`src/rtl/utc_sync_pkg.sv`:
```
// Shared types and helpers for the UTC sync controller.
//   sync_state_t : controller state encoding (matches the 2-bit state port)
//   utc_hms_t    : packed {hour, minute, second} UTC fields
//   sat_inc8/16  : saturating increments for the status counters
package utc_sync_pkg;

   typedef enum logic [1:0] {
      ST_ACQUIRE  = 2'd0,
      ST_LOCKED   = 2'd1,
      ST_HOLDOVER = 2'd2,
      ST_LOST     = 2'd3
   } sync_state_t;

   localparam int HOUR_W = 5;
   localparam int MIN_W  = 6;
   localparam int SEC_W  = 6;
   localparam int HMS_W  = HOUR_W + MIN_W + SEC_W;

   typedef struct packed {
      logic [HOUR_W-1:0] hour;
      logic [MIN_W-1:0]  minute;
      logic [SEC_W-1:0]  second;
   } utc_hms_t;

   function automatic logic [15:0] sat_inc16(input logic [15:0] v);
      return (v == 16'hFFFF) ? v : v + 16'd1;
   endfunction

   function automatic logic [7:0] sat_inc8(input logic [7:0] v);
      return (v == 8'hFF) ? v : v + 8'd1;
   endfunction

endpackage

```
`src/rtl/utc_sync_ctrl_pps_period_window.sv`:
```
// PPS period counter and window compares.
//   clk, rst   : clock, async active-high reset
//   restart    : load period_cnt=1 and start counting
//   realign    : load period_cnt=PPS_TOL+1 (puts a late synthetic PPS back on the nominal grid)
//   running    : counter has been started since reset
//   in_window  : period_cnt within [CLK_HZ-PPS_TOL, CLK_HZ+PPS_TOL]
//   early      : period_cnt below the window
//   timeout    : period_cnt == CLK_HZ+PPS_TOL
//   nominal    : period_cnt == CLK_HZ
module pps_period_window #(
   parameter int CLK_HZ  = 100000000,
   parameter int PPS_TOL = 1000,
   parameter int CW      = $clog2(CLK_HZ + PPS_TOL + 2)
) (
   input  logic clk,
   input  logic rst,
   input  logic restart,
   input  logic realign,
   output logic running,
   output logic in_window,
   output logic early,
   output logic timeout,
   output logic nominal
);

   localparam logic [CW-1:0] CNT_MAX     = CW'(CLK_HZ + PPS_TOL + 1);
   localparam logic [CW-1:0] WIN_LO      = CW'(CLK_HZ - PPS_TOL);
   localparam logic [CW-1:0] WIN_HI      = CW'(CLK_HZ + PPS_TOL);
   localparam logic [CW-1:0] NOM_VAL     = CW'(CLK_HZ);
   localparam logic [CW-1:0] REALIGN_VAL = CW'(PPS_TOL + 1);

   logic [CW-1:0] period_cnt;

   always_ff @(posedge clk or posedge rst) begin
      if (rst) begin
         period_cnt <= '0;
         running    <= 1'b0;
      end else if (restart) begin
         period_cnt <= CW'(1);
         running    <= 1'b1;
      end else if (realign) begin
         period_cnt <= REALIGN_VAL;
      end else if (running && (period_cnt != CNT_MAX)) begin
         period_cnt <= period_cnt + CW'(1);
      end
   end

   assign early     = (period_cnt < WIN_LO);
   assign in_window = (period_cnt >= WIN_LO) && (period_cnt <= WIN_HI);
   assign timeout   = (period_cnt == WIN_HI);
   assign nominal   = (period_cnt == NOM_VAL);

endmodule

```
`src/rtl/utc_sync_ctrl.sv`:
```
// UTC timer sequencer: qualifies GNSS PPS, tracks lock, synthesises PPS in
// holdover and keeps PPS and UTC-load strobes out of the same timer cycle.
//   clk, rst            : clock, async active-high reset
//   rx_pps_valid        : GNSS PPS pulse (1 cycle)
//   rx_utc_time_valid   : UTC message strobe, rx_utc_hms valid with it
//   pps_to_timer        : registered PPS to the timer (real or synthetic)
//   utc_to_timer_valid  : UTC load strobe to the timer
//   utc_to_timer_hms    : UTC fields, valid with utc_to_timer_valid
//   state               : 0 ACQUIRE, 1 LOCKED, 2 HOLDOVER, 3 LOST
//   time_valid          : LOCKED or HOLDOVER
//   holdover_secs       : synthetic seconds in the current holdover
//   missed_pps_cnt      : synthetic PPS count since reset (saturating)
//   glitch_cnt          : discarded / out-of-window PPS count (saturating)
//
// state       | meaning
// ACQUIRE     | forwarding every PPS, counting consecutive in-window periods
// LOCKED      | forwarding in-window PPS, dropping early ones, watching for timeout
// HOLDOVER    | GNSS PPS missing, synthesising PPS on the nominal grid
// LOST        | holdover limit reached, waiting for any real PPS
module utc_sync_ctrl
   import utc_sync_pkg::*;
#(
   parameter int CLK_HZ       = 100000000,
   parameter int PPS_TOL      = 1000,
   parameter int LOCK_COUNT   = 3,
   parameter int HOLDOVER_MAX = 60
) (
   input  logic             clk,
   input  logic             rst,
   input  logic             rx_pps_valid,
   input  logic             rx_utc_time_valid,
   input  logic [HMS_W-1:0] rx_utc_hms,
   output logic             pps_to_timer,
   output logic             utc_to_timer_valid,
   output logic [HMS_W-1:0] utc_to_timer_hms,
   output logic [1:0]       state,
   output logic             time_valid,
   output logic [7:0]       holdover_secs,
   output logic [15:0]      missed_pps_cnt,
   output logic [15:0]      glitch_cnt
);

   localparam int GW = $clog2(LOCK_COUNT + 1);

   sync_state_t   st_q, st_d;
   logic [GW-1:0] good_q, good_d, good_inc;
   logic [7:0]    hs_q, hs_d, hs_inc;
   logic [15:0]   missed_q, missed_d, glitch_q, glitch_d;
   logic          pps_q, pps_d;
   logic          restart, realign;
   logic          running, in_window, early, timeout, nominal;

   pps_period_window #(
      .CLK_HZ  (CLK_HZ),
      .PPS_TOL (PPS_TOL)
   ) u_window (
      .clk       (clk),
      .rst       (rst),
      .restart   (restart),
      .realign   (realign),
      .running   (running),
      .in_window (in_window),
      .early     (early),
      .timeout   (timeout),
      .nominal   (nominal)
   );

   assign good_inc = good_q + GW'(1);
   assign hs_inc   = sat_inc8(hs_q);

   always_comb begin
      st_d     = st_q;
      good_d   = good_q;
      hs_d     = hs_q;
      missed_d = missed_q;
      glitch_d = glitch_q;
      pps_d    = 1'b0;
      restart  = 1'b0;
      realign  = 1'b0;
      case (st_q)
         ST_ACQUIRE: begin
            if (rx_pps_valid) begin
               pps_d   = 1'b1;
               restart = 1'b1;
               if (!running) begin
                  good_d = '0;
               end else if (in_window) begin
                  good_d = good_inc;
                  if (int'(good_inc) >= LOCK_COUNT) st_d = ST_LOCKED;
               end else begin
                  good_d   = '0;
                  glitch_d = sat_inc16(glitch_q);
               end
            end
         end
         ST_LOCKED: begin
            // A real PPS on the timeout cycle is in window and wins over synthesis.
            if (rx_pps_valid && in_window) begin
               pps_d   = 1'b1;
               restart = 1'b1;
            end else if (rx_pps_valid && early) begin
               glitch_d = sat_inc16(glitch_q);
            end else if (timeout) begin
               pps_d    = 1'b1;
               realign  = 1'b1;
               hs_d     = 8'd1;
               missed_d = sat_inc16(missed_q);
               st_d     = (HOLDOVER_MAX <= 1) ? ST_LOST : ST_HOLDOVER;
            end
         end
         ST_HOLDOVER: begin
            if (rx_pps_valid) begin
               pps_d   = 1'b1;
               restart = 1'b1;
               hs_d    = '0;
               if (in_window) begin
                  st_d = ST_LOCKED;
               end else begin
                  st_d     = ST_ACQUIRE;
                  good_d   = '0;
                  glitch_d = sat_inc16(glitch_q);
               end
            end else if (nominal) begin
               pps_d    = 1'b1;
               restart  = 1'b1;
               hs_d     = hs_inc;
               missed_d = sat_inc16(missed_q);
               if (int'(hs_inc) >= HOLDOVER_MAX) st_d = ST_LOST;
            end
         end
         ST_LOST: begin
            if (rx_pps_valid) begin
               pps_d   = 1'b1;
               restart = 1'b1;
               good_d  = '0;
               hs_d    = '0;
               st_d    = ST_ACQUIRE;
            end
         end
         default: st_d = ST_ACQUIRE;
      endcase
   end

   always_ff @(posedge clk or posedge rst) begin
      if (rst) begin
         st_q     <= ST_ACQUIRE;
         good_q   <= '0;
         hs_q     <= '0;
         missed_q <= '0;
         glitch_q <= '0;
         pps_q    <= 1'b0;
      end else begin
         st_q     <= st_d;
         good_q   <= good_d;
         hs_q     <= hs_d;
         missed_q <= missed_d;
         glitch_q <= glitch_d;
         pps_q    <= pps_d;
      end
   end

   // UTC arbitration: the newest strobe (incoming or held) is emitted unless a
   // PPS goes out in the same output cycle, in which case it is held one more.
   logic     utc_pend, utc_valid_q, utc_cand;
   utc_hms_t utc_hold, utc_hms_q, cand_hms;

   assign utc_cand = rx_utc_time_valid || utc_pend;
   assign cand_hms = rx_utc_time_valid ? utc_hms_t'(rx_utc_hms) : utc_hold;

   always_ff @(posedge clk or posedge rst) begin
      if (rst) begin
         utc_pend    <= 1'b0;
         utc_hold    <= '0;
         utc_valid_q <= 1'b0;
         utc_hms_q   <= '0;
      end else begin
         utc_valid_q <= 1'b0;
         if (utc_cand) begin
            if (pps_d) begin
               utc_pend <= 1'b1;
               utc_hold <= cand_hms;
            end else begin
               utc_pend    <= 1'b0;
               utc_valid_q <= 1'b1;
               utc_hms_q   <= cand_hms;
            end
         end
      end
   end

   assign pps_to_timer       = pps_q;
   assign utc_to_timer_valid = utc_valid_q;
   assign utc_to_timer_hms   = utc_hms_q;
   assign state              = st_q;
   assign time_valid         = (st_q == ST_LOCKED) || (st_q == ST_HOLDOVER);
   assign holdover_secs      = hs_q;
   assign missed_pps_cnt     = missed_q;
   assign glitch_cnt         = glitch_q;

endmodule

```
`config.mk`:
```
export PLATFORM = sky130hd
export DESIGN_NAME = utc_sync_ctrl
export DESIGN_NICKNAME = d
export VERILOG_FILES = /design/src/rtl/utc_sync_pkg.sv /design/src/rtl/utc_sync_ctrl_pps_period_window.sv /design/src/rtl/utc_sync_ctrl.sv
export SDC_FILE = /design/constraint.sdc
export NUM_CORES = 1
export LEC_CHECK = 0
export CORE_UTILIZATION = 35
export DETAILED_ROUTE_END_ITERATION = 10
export PLACE_DENSITY_LB_ADDON = 0.2
export SLEW_MARGIN = 5
export SYNTH_ARGS = -nofsm -noshare
export SYNTH_HDL_FRONTEND = slang
export SYNTH_SLANG_ARGS = --single-unit
export TNS_END_PERCENT = 30
```
`constraint.sdc`:
```
create_clock -name clk -period 8.1 [get_ports clk]
set_clock_uncertainty 0.05 [all_clocks]
set_input_delay 2.43 -clock clk [delete_from_list [all_inputs] [get_ports clk]]
set_output_delay 2.43 -clock clk [all_outputs]
set_load 0.005 [all_outputs]
```
==> results of run 1 <==
[per-layer routing]
metal	global-route usage, %	up-vias	share of wire [%]
met3	3.47	13	3.0
met2	26.5	75	47
met5	0	-	0
met1	23.1	2225	49
li1	-	2150	-
met4	5.68	0	1.4
[registers in the layout (all words and copies together), names as in the netlist]
name	count
utc_pend	1
utc_to_timer_valid	1
missed_pps_cnt	16
u_window.period_cnt	27
utc_to_timer_hms	17
holdover_secs	8
good_q	2
utc_hold	17
glitch_cnt	16
state	2
pps_to_timer	1
u_window.running	1
[per-stage QoR]
| stage | std cells | total power, mW | hold slack, ns | instance area [sq um] |
|---|---|---|---|---|
| final | 841 | 1.27 | 0.446 | 7040 |
| after global routing | 841 | 1.33 | 0.465 | 7040 |
| after CTS | 841 | 1.29 | 0.452 | 7030 |
| after detailed placement | 825 | 0.818 | 0.423 | 6710 |
| after global placement | 825 | 0.814 | 0.426 | 6710 |
| after floorplan | 543 | 0.719 | 0.428 | 5680 |
[area by class of cell]
| cell class | count | area [sq um] |
|---|---|---|
| Fill cell | 1528 | 8850 |
| Clock inverter | 7 | 95.1 |
| Multi-Input combinational cell | 391 | 2780 |
| Timing Repair Buffer | 86 | 851 |
| Tap cell | 216 | 270 |
| Inverter | 23 | 88.8 |
| Clock buffer | 9 | 225 |
| Sequential cell | 109 | 2730 |
[logic make-up (layout without fill, tap and decap cells)]
kind of cell | count (synthesis) | after routing | synth area share (%)
simple gates | 191 | 191 | 18.6
compound gates | 125 | 125 | 16.3
flops | 109 | 109 | 48.0
xor+xnor | 44 | 44 | 6.78
buf+inv | 43 | 125 | 3.26
mux | 20 | 20 | 4.60
fa+ha+maj | 11 | 11 | 2.42
[power breakdown]
part | internal, mW | leakage [nW] | switching [mW]
registers | 0.588 | 1.41 | 0.0402
clock network | 0.247 | 0.148 | 0.221
logic | 0.107 | 1.31 | 0.0702
total | 0.942 | 2.87 | 0.332
[placed cells by master, fill, tap and decap left out, types with 3 or more instances in the layout]
| master | n |
|---|---|
| a21o_1 | 5 |
| a21oi_1 | 30 |
| a22oi_1 | 18 |
| a31oi_1 | 4 |
| and2_1 | 6 |
| and3_1 | 14 |
| and4_1 | 5 |
| buf_4 | 4 |
| clkbuf_16 | 9 |
| clkdlybuf4s50_1 | 82 |
| dfrtp_1 | 109 |
| ha_1 | 11 |
| inv_1 | 22 |
| mux2_2 | 9 |
| mux2_4 | 10 |
| nand2_1 | 31 |
| nand2b_1 | 4 |
| nand3_1 | 22 |
| nand4_1 | 23 |
| nor2_1 | 44 |
| nor2b_1 | 3 |
| nor3_1 | 7 |
| nor4_1 | 6 |
| o21ai_0 | 13 |
| o22a_1 | 4 |
| o22ai_1 | 8 |
| o2bb2ai_1 | 18 |
| or3_1 | 10 |
| xnor2_1 | 29 |
| xor2_1 | 15 |
[worst paths after layout]
check	from	end	slack, ns	depth (start not counted)
min in group asynchronous	rst	utc_to_timer_valid	2.47	2
max in group asynchronous	rst	holdover_secs[2]	4.35	3
hold / removal	missed_pps_cnt[5]	missed_pps_cnt[5]	0.45	1
hold reg to reg	missed_pps_cnt[5]	missed_pps_cnt[5]	0.45	1
setup / recovery	rx_pps_valid	utc_hold[10]	3.20	8
setup reg to reg	u_window.period_cnt[11]	utc_hold[10]	4.62	8
==> metrics.txt, run 1 <==
status=complete, no violations; pin count of the biggest net entering global routing=57; n_diodes=0; Yosys cell types=66; PostCTS Resize Cnt=0; slowest CP cell=clkdlybuf4s50_1; Util after Layout=44.3%; Critical Path RT=8.30 ns; first-pass GRT wire length=22100 um; DIE WIDTH=129 um; die extent in y=129 um; Synth-to-Final Area Change=23.8%; Hold Buf Count CTS=0; final worst slack=3.20 ns; Post-synth top cells=dfrtp_1 (109), nor2_1 (44), nand2_1 (31); most common cell in the netlist=dfrtp_1; pre-CTS setup slack=2.83 ns; # rows=46; Setup-failing EPs final=0; Crit path max-delay family=buffers and inverters; share of layout cells above drive strength 1=9.44%; crit-path cells=clkdlybuf4s50_1 > inv_1 > a21oi_1 > a21oi_1 > o21ai_4 > buf_4 > nand2_2 > mux2_4; gr usage total=16.8%; Final Hold Vio Count=0; Final nets=652; CTS tree=yes; syn avg cell area=10.5 sq um; Yosys warnings=0; I/O Pins=83; cell area after synthesis=0.00568 sq mm; maximum clock path buffer count=2; Placer Congestion=0.855; Slew HR=35.9%; PwrDens=181 mW/mm^2; initial core utilization=35.8%; RSZ-0062 raised after global routing=no; Critical Path Fanout Max=48; port bufs=82; Setup TNS Final=0 ns; CP max stage delay=0.66 ns; period utilization=60.5%; Vias=4463; initial antenna violation count=0; Synth area leader=dfrtp_1; TritonCTS Buffers=9; EDFF count, synth=0; core area=0.0159 sq mm; worst skew pair latency=0.36 ns; crit-path most repeated cell=a21oi_1; antenna-violating nets left=0; Synth Register Bits=109; largest cells by area after synthesis=dfrtp_1 (48%), xnor2_1 (4.5%), nor2_1 (2.9%); Crit. End Element=flip-flop; H-tree depth=3; Iteration-0 DRC Markers=255; clk slew on worst S/H paths=0.08 ns; sequential area share after synthesis=48.0%; HP Class=reg2reg; Max Slew Vio Count=0; final worst path period need=4.90 ns; CTS Sinks=109; Async SR Flop Fraction=100%; ys flop type=dfrtp_1; vias per inst=5.31; worst path bufs/invs=3; Syn Nets=575; Max Clk Rate=0.204 GHz; Static Leak=2.87 nW; Worst IR Drop VDD=119 uV; setup bufs post-CTS=0; DR WL/cell=15.7 um; Setup CP Type=in2reg; Worst EP arrival=5.10 ns; Gate Count Post-Synth=543; Max Cap Viol=0; drt drc=0; Slew @ Worst Pin=0.961 ns; grt total ovfl=0; Root Driver=clkbuf_16; WL final=13200 um; die area=0.0167 sq mm; router iterations before antenna repair=4; vias in the first global route=4338; Setup crit start kind=input port; top cell type's share of synthesized area=48.0%; HPWL after DPL=8930 um
Note: power is estimated with default switching activity, not from simulation.
==> run 2: changes to the inputs <==
- clock period: 8.1 -> 4.4 ns (I/O delays scaled with it)
==> run 2 against run 1 <==
Net effect:
- cell count increased by 0.36%
- count of clock-buffer cells in the layout increased by 1
- total power up 84%
- sequential share of layout area shrank 0.10 points
- sequential power rose by 85%
- design area grew 0.27%
- critical path depth fell by 2
- die area stayed put
- non-clock buffer count is 5 higher
- clock power grew 83%
- critical path type unchanged
- highest routed layer unchanged
==> metrics.txt, run 2 (same netlist as run 1, synthesis figures left out) <==
I/O Pins=83 (unchanged); Slew @ Worst Pin=0.861 ns (was 0.961 ns); Placer Congestion=0.816 (was 0.855); maximum clock path buffer count=2 (unchanged); gr usage total=17.0% (was 16.8%); Max Slew Vio Count=0 (unchanged); WL final=13300 um (was 13200 um); RSZ-0062 raised after global routing=no (unchanged); die area=0.0167 sq mm (unchanged); share of layout cells above drive strength 1=9.55% (was 9.44%); n_diodes=0 (unchanged); Crit path max-delay family=buffers and inverters (unchanged); Tot Pwr=2.34 mW (was 1.27 mW); PwrDens=332 mW/mm^2 (was 181 mW/mm^2); vias per inst=5.34 (was 5.31); Max Clk Rate=0.296 GHz; HP Class=reg2reg (unchanged); Setup TNS Final=0 ns (unchanged); clk slew on worst S/H paths=0.07 ns (was 0.08 ns); first-pass GRT wire length=22100 um (about the same); Setup-failing EPs final=0 (unchanged); Root Driver=clkbuf_16 (unchanged); most frequent cells in the layout=dfrtp_1 (109), clkdlybuf4s50_1 (82), nor2_1 (44) (unchanged); CTS Sinks=109 (unchanged); Setup CP Type=in2reg (unchanged); initial core utilization=35.8% (unchanged); initial antenna violation count=0 (unchanged); port bufs=82 (unchanged); grt total ovfl=0 (unchanged); DIE WIDTH=129 um (unchanged); setup bufs post-CTS=0 (unchanged); Max Cap Viol=0 (unchanged); crit-path cells=clkdlybuf4s50_1 > inv_1 > o31ai_4 > o21ai_4 > nand2_2 > mux2_2 (was clkdlybuf4s50_1 > inv_1 > a21oi_1 > a21oi_1 > o21ai_4 > buf_4 > nand2_2 > mux2_4); Crit. End Element=flip-flop (unchanged); final worst path period need=3.37 ns; Slew HR=42.5% (was 35.9%); Critical Path Fanout Max=17 (was 48); DR WL/cell=15.8 um (was 15.7 um); commonest non-fill, non-tap cell in the layout=dfrtp_1 (unchanged); # rows=46 (unchanged); most flop-heavy register=u_window.period_cnt (unchanged); die extent in y=129 um (unchanged); Critical Path RT=4.59 ns (was 8.30 ns); Util after Layout=44.4% (was 44.3%); Static Leak=2.88 nW (was 2.87 nW); status=complete, no violations (unchanged); Final Hold Vio Count=0 (unchanged); Final nets=657 (was 652); slowest CP cell=clkdlybuf4s50_1 (unchanged); antenna-violating nets left=0 (unchanged); router iterations before antenna repair=6 (was 4); pin count of the biggest net entering global routing=56 (was 57); worst path bufs/invs=2 (was 3); TritonCTS Buffers=9 (unchanged); setup slack, reg-to-reg=1.38 ns (was 4.62 ns); Worst IR Drop VDD=182 uV (was 119 uV); Hold Buf Count CTS=0 (unchanged); drt drc=0 (unchanged); PostCTS Resize Cnt=0 (unchanged); Worst EP arrival=3.57 ns (was 5.10 ns); HPWL after DPL=9090 um (was 8930 um); Synth-to-Final Area Change=24.2% (was 23.8%); period utilization=76.7%; CTS tree=yes (unchanged); Vias=4505 (was 4463); H-tree depth=3 (unchanged); Largest register FFs=27 (unchanged); vias in the first global route=4438 (was 4338); CP max stage delay=0.66 ns (about the same); core area=0.0159 sq mm (unchanged); Setup crit start kind=input port (unchanged); Iteration-0 DRC Markers=260 (was 255); worst skew pair latency=0.36 ns (about the same)
-- run 2: cell count changes in the layout (fill, tap and decap cells not counted) --
cell,previous run,this run
buf_4,4,9
clkinv_8,2,0
inv_6,2,0
bufinv_16,1,2
clkbuf_1,0,1
nor2b_1,3,4
nor2b_2,1,0
-- run 2: final timing paths --
check / startpoint / to / depth (start not counted)
setup / recovery: rx_pps_valid / utc_hold[1] / 6
hold / removal: utc_to_timer_hms[13] / utc_to_timer_hms[13] / 1
setup reg to reg: u_window.period_cnt[5] / utc_hold[1] / 7
hold reg to reg: utc_to_timer_hms[13] / utc_to_timer_hms[13] / 1
max in group asynchronous: rst / holdover_secs[6] / 3
min in group asynchronous: rst / missed_pps_cnt[5] / 2
-- run 2: worst reg2reg max path: stages (launching register included) --
cell	delay, ns
dfrtp_1	0.46
or3_1	0.44
or3_1	0.39
a41o_1	0.29
o31ai_4	0.33
o21ai_4	0.13
nand2_2	0.43
mux2_2	0.40
-- run 2: layout make-up --
class | instances | area [sq um]
Multi-Input combinational cell | 391 | 2780
Tap cell | 216 | 270
Inverter | 23 | 88.8
Timing Repair Buffer | 91 | 888
Clock inverter | 4 | 75.1
Clock buffer | 10 | 229
Fill cell | 1549 | 8830
Sequential cell | 109 | 2730
-- run 2: metrics by stage --
stage | area [sq um] | hold slack [ns] | std cells | setup WS, ns
2_1_floorplan | 5680 | 0.428 | 543 | 0.156
3_3_place_gp | 6750 | 0.427 | 830 | 0.730
3_5_place_dp | 6750 | 0.424 | 830 | 0.674
4_1_cts | 7060 | 0.446 | 844 | 1.04
5_1_grt | 7060 | 0.463 | 844 | 0.915
6_report | 7060 | 0.439 | 844 | 1.03
-- run 2: power by group --
group / internal [mW] / total [mW] / switching (mW)
registers: 1.08 / 1.16 / 0.0725
clock network: 0.493 / 0.857 / 0.364
logic: 0.199 / 0.331 / 0.132
total: 1.78 / 2.34 / 0.568
-- run 2: routing by layer --
metal	track usage [%]	vias up	wire length (um)
met5	0	-	0
met4	6.63	0	208
met3	4.34	18	576
met2	26.5	112	6200
met1	22.7	2218	6350
li1	-	2157	-
==> run 3: changes to the inputs <==
- clock period: 4.4 -> 2.8 ns (I/O delays scaled with it)
==> run 3 against run 2 <==
Net effect:
- flip-flop and latch count unchanged
- routed wire length increased by 0.55%
- count of clock-buffer cells in the layout decreased by 1
- register-to-register slack got worse by 1.3 ns
- clock power increased by 55%
- critical path depth increased by 1
- worst setup slack got worse by 0.94 ns
- die area unchanged
==> metrics.txt, run 3 (same netlist as run 1, synthesis figures left out) <==
WL final=13400 um (was 13300 um); Placer Congestion=0.870 (was 0.816); most frequent cells in the layout=dfrtp_1 (109), clkdlybuf4s50_1 (82), nor2_1 (44) (unchanged); drt drc=0 (unchanged); placed cells=857 (was 830); Setup CP Type=reg2reg (was in2reg); Worst IR Drop VDD=342 uV (was 182 uV); n_diodes=0 (unchanged); Hold Buf Count CTS=0 (unchanged); # rows=46 (unchanged); Synth-to-Final Area Change=29.0% (was 24.2%); Setup crit start kind=flip-flop (was input port); Slew @ Worst Pin=0.529 ns (was 0.861 ns); Seq pwr share=49.4% (was 49.3%); Logic pwr share=14.5% (was 14.1%); sw frac=25.6% (was 24.3%); grt total ovfl=0 (unchanged); Reg area=0.00273 sq mm (unchanged); most flop-heavy register=u_window.period_cnt (unchanged); Max Cap Viol=0 (unchanged); Clk network pwr share=36.1% (was 36.6%); HP Class=reg2reg (unchanged); vias per inst=5.25 (was 5.34); I/O Pins=83 (unchanged); HPWL after DPL=9380 um (was 9090 um); Worst EP arrival=2.94 ns (was 3.57 ns); share of layout cells above drive strength 1=13.7% (was 9.55%); worst skew pair latency=0.36 ns (about the same); area taken by multi-input logic gates=0.00278 sq mm (about the same); Max Clk Rate=0.369 GHz; maximum clock path buffer count=2 (unchanged); initial core utilization=35.8% (unchanged); Switch Pwr=0.941 mW (was 0.568 mW); clk slew on worst S/H paths=0.07 ns (about the same); Root Driver=clkbuf_16 (unchanged); Largest register FFs=27 (unchanged); pin count of the biggest net entering global routing=72 (was 56); first-pass GRT wire length=22700 um (was 22100 um); Crit. End Element=flip-flop (unchanged); Vias=4580 (was 4505); final worst path period need=2.71 ns; PwrDens=502 mW/mm^2 (was 332 mW/mm^2); TritonCTS Buffers=9 (unchanged); Critical Path RT=3.03 ns (was 4.59 ns); post-route insts no fill=872 (was 844); commonest non-fill, non-tap cell in the layout=dfrtp_1 (unchanged); pre-CTS setup slack=-0.0387 ns (was 0.674 ns); CTS Sinks=109 (unchanged); Final nets=684 (was 657); die extent in y=129 um (unchanged); core area=0.0159 sq mm (unchanged); initial antenna violation count=0 (unchanged); die area=0.0167 sq mm (unchanged); antenna-violating nets left=0 (unchanged); period utilization=96.9%; Setup-failing EPs final=0 (unchanged); DR WL/cell=15.4 um (was 15.8 um); Int Power=2.74 mW (was 1.78 mW); H-tree depth=3 (unchanged); Max Slew Vio Count=0 (unchanged); fill count=1515 (was 1549); Final Hold Vio Count=0 (unchanged); vias in the first global route=4530 (was 4438); Static Leak=3.04 nW (was 2.88 nW); router iterations before antenna repair=4 (was 6); Slew HR=64.4% (was 42.5%); CTS tree=yes (unchanged); gr usage total=17.3% (was 17.0%); final worst slack=0.0879 ns (was 1.03 ns); status=complete, no violations (unchanged); port bufs=82 (unchanged); DIE WIDTH=129 um (unchanged); Critical Path Fanout Max=5 (was 17); RSZ-0062 raised after global routing=no (unchanged); Iteration-0 DRC Markers=233 (was 260)
==> run 3: cell count changes in the layout (fill, tap and decap cells not counted), sizes merged <==
cell / previous run / this run
bufinv: 2 / 1
clkinv: 0 / 2
inv: 23 / 25
clkinvlp: 2 / 1
clkbuf: 10 / 9
buf: 9 / 36
==> run 3: through the flow <==
stage | cell area, sq um | hold slack, ns | TNS (ns) | util (%) | total power, mW
5_1_grt | 7330 | 0.472 | 0 | 46.1 | 3.87
2_1_floorplan | 5690 | 0.428 | 0 | - | 2.08
4_1_cts | 7320 | 0.455 | 0 | 46.1 | 3.74
3_5_place_dp | 7020 | 0.429 | -0.200 | 44.2 | 2.39
6_report | 7330 | 0.450 | 0 | 46.1 | 3.68
3_3_place_gp | 7020 | 0.427 | -0.124 | 44.2 | 2.38
==> run 3: power groups by stage <==
stage	Sequential [mW]	Clock, mW	Combinational, mW
floorplan	1.83	0	0.252
global placement	1.84	0	0.536
detailed placement	1.84	0	0.542
CTS	1.82	1.38	0.544
global route	1.84	1.44	0.585
finish	1.82	1.33	0.533
==> run 3: timing repair <==
| item | in CTS | in global routing |
|---|---|---|
| buffers inserted | 0 | 0 |
| resized for setup | 0 | 2 |
| setup endpoints to repair | 0 | 8 |
==> run 3: layer usage <==
metal | global-route usage (%) | wire, um | up-vias
met4 | 5.40 | 191 | 0
met2 | 26.9 | 6240 | 90
met5 | 0 | 0 | -
li1 | - | - | 2206
met3 | 4.58 | 518 | 18
met1 | 23.6 | 6470 | 2266
==> run 3: critical path, cell delays in order (launching register included) <==
cell	delay, ns
dfrtp_1	0.38
or3_1	0.43
or3_1	0.40
a41o_1	0.29
o22ai_2	0.40
and4bb_4	0.33
and4_1	0.21
xor2_1	0.14
==> run 3: cell type report <==
class,count,area share (%)
clock buffer,9,3.07
clock inverter,6,1.11
inverter,23,1.23
multi-input combinational,391,38.0
sequential,109,37.2
tap,216,3.69
timing repair buffer,118,15.7
==> run 3: path summary, 6_finish.rpt <==
kind	start	cells past startpoint	to	slack (ns)
max	u_window.period_cnt[5]	7	glitch_cnt[8]	0.09
min	utc_to_timer_hms[9]	1	utc_to_timer_hms[9]	0.45
min reg2reg	utc_to_timer_hms[9]	1	utc_to_timer_hms[9]	0.45
max reg2reg	u_window.period_cnt[5]	7	glitch_cnt[8]	0.09
max in group asynchronous	rst	3	glitch_cnt[11]	1.39
min in group asynchronous	rst	3	utc_to_timer_hms[0]	0.90
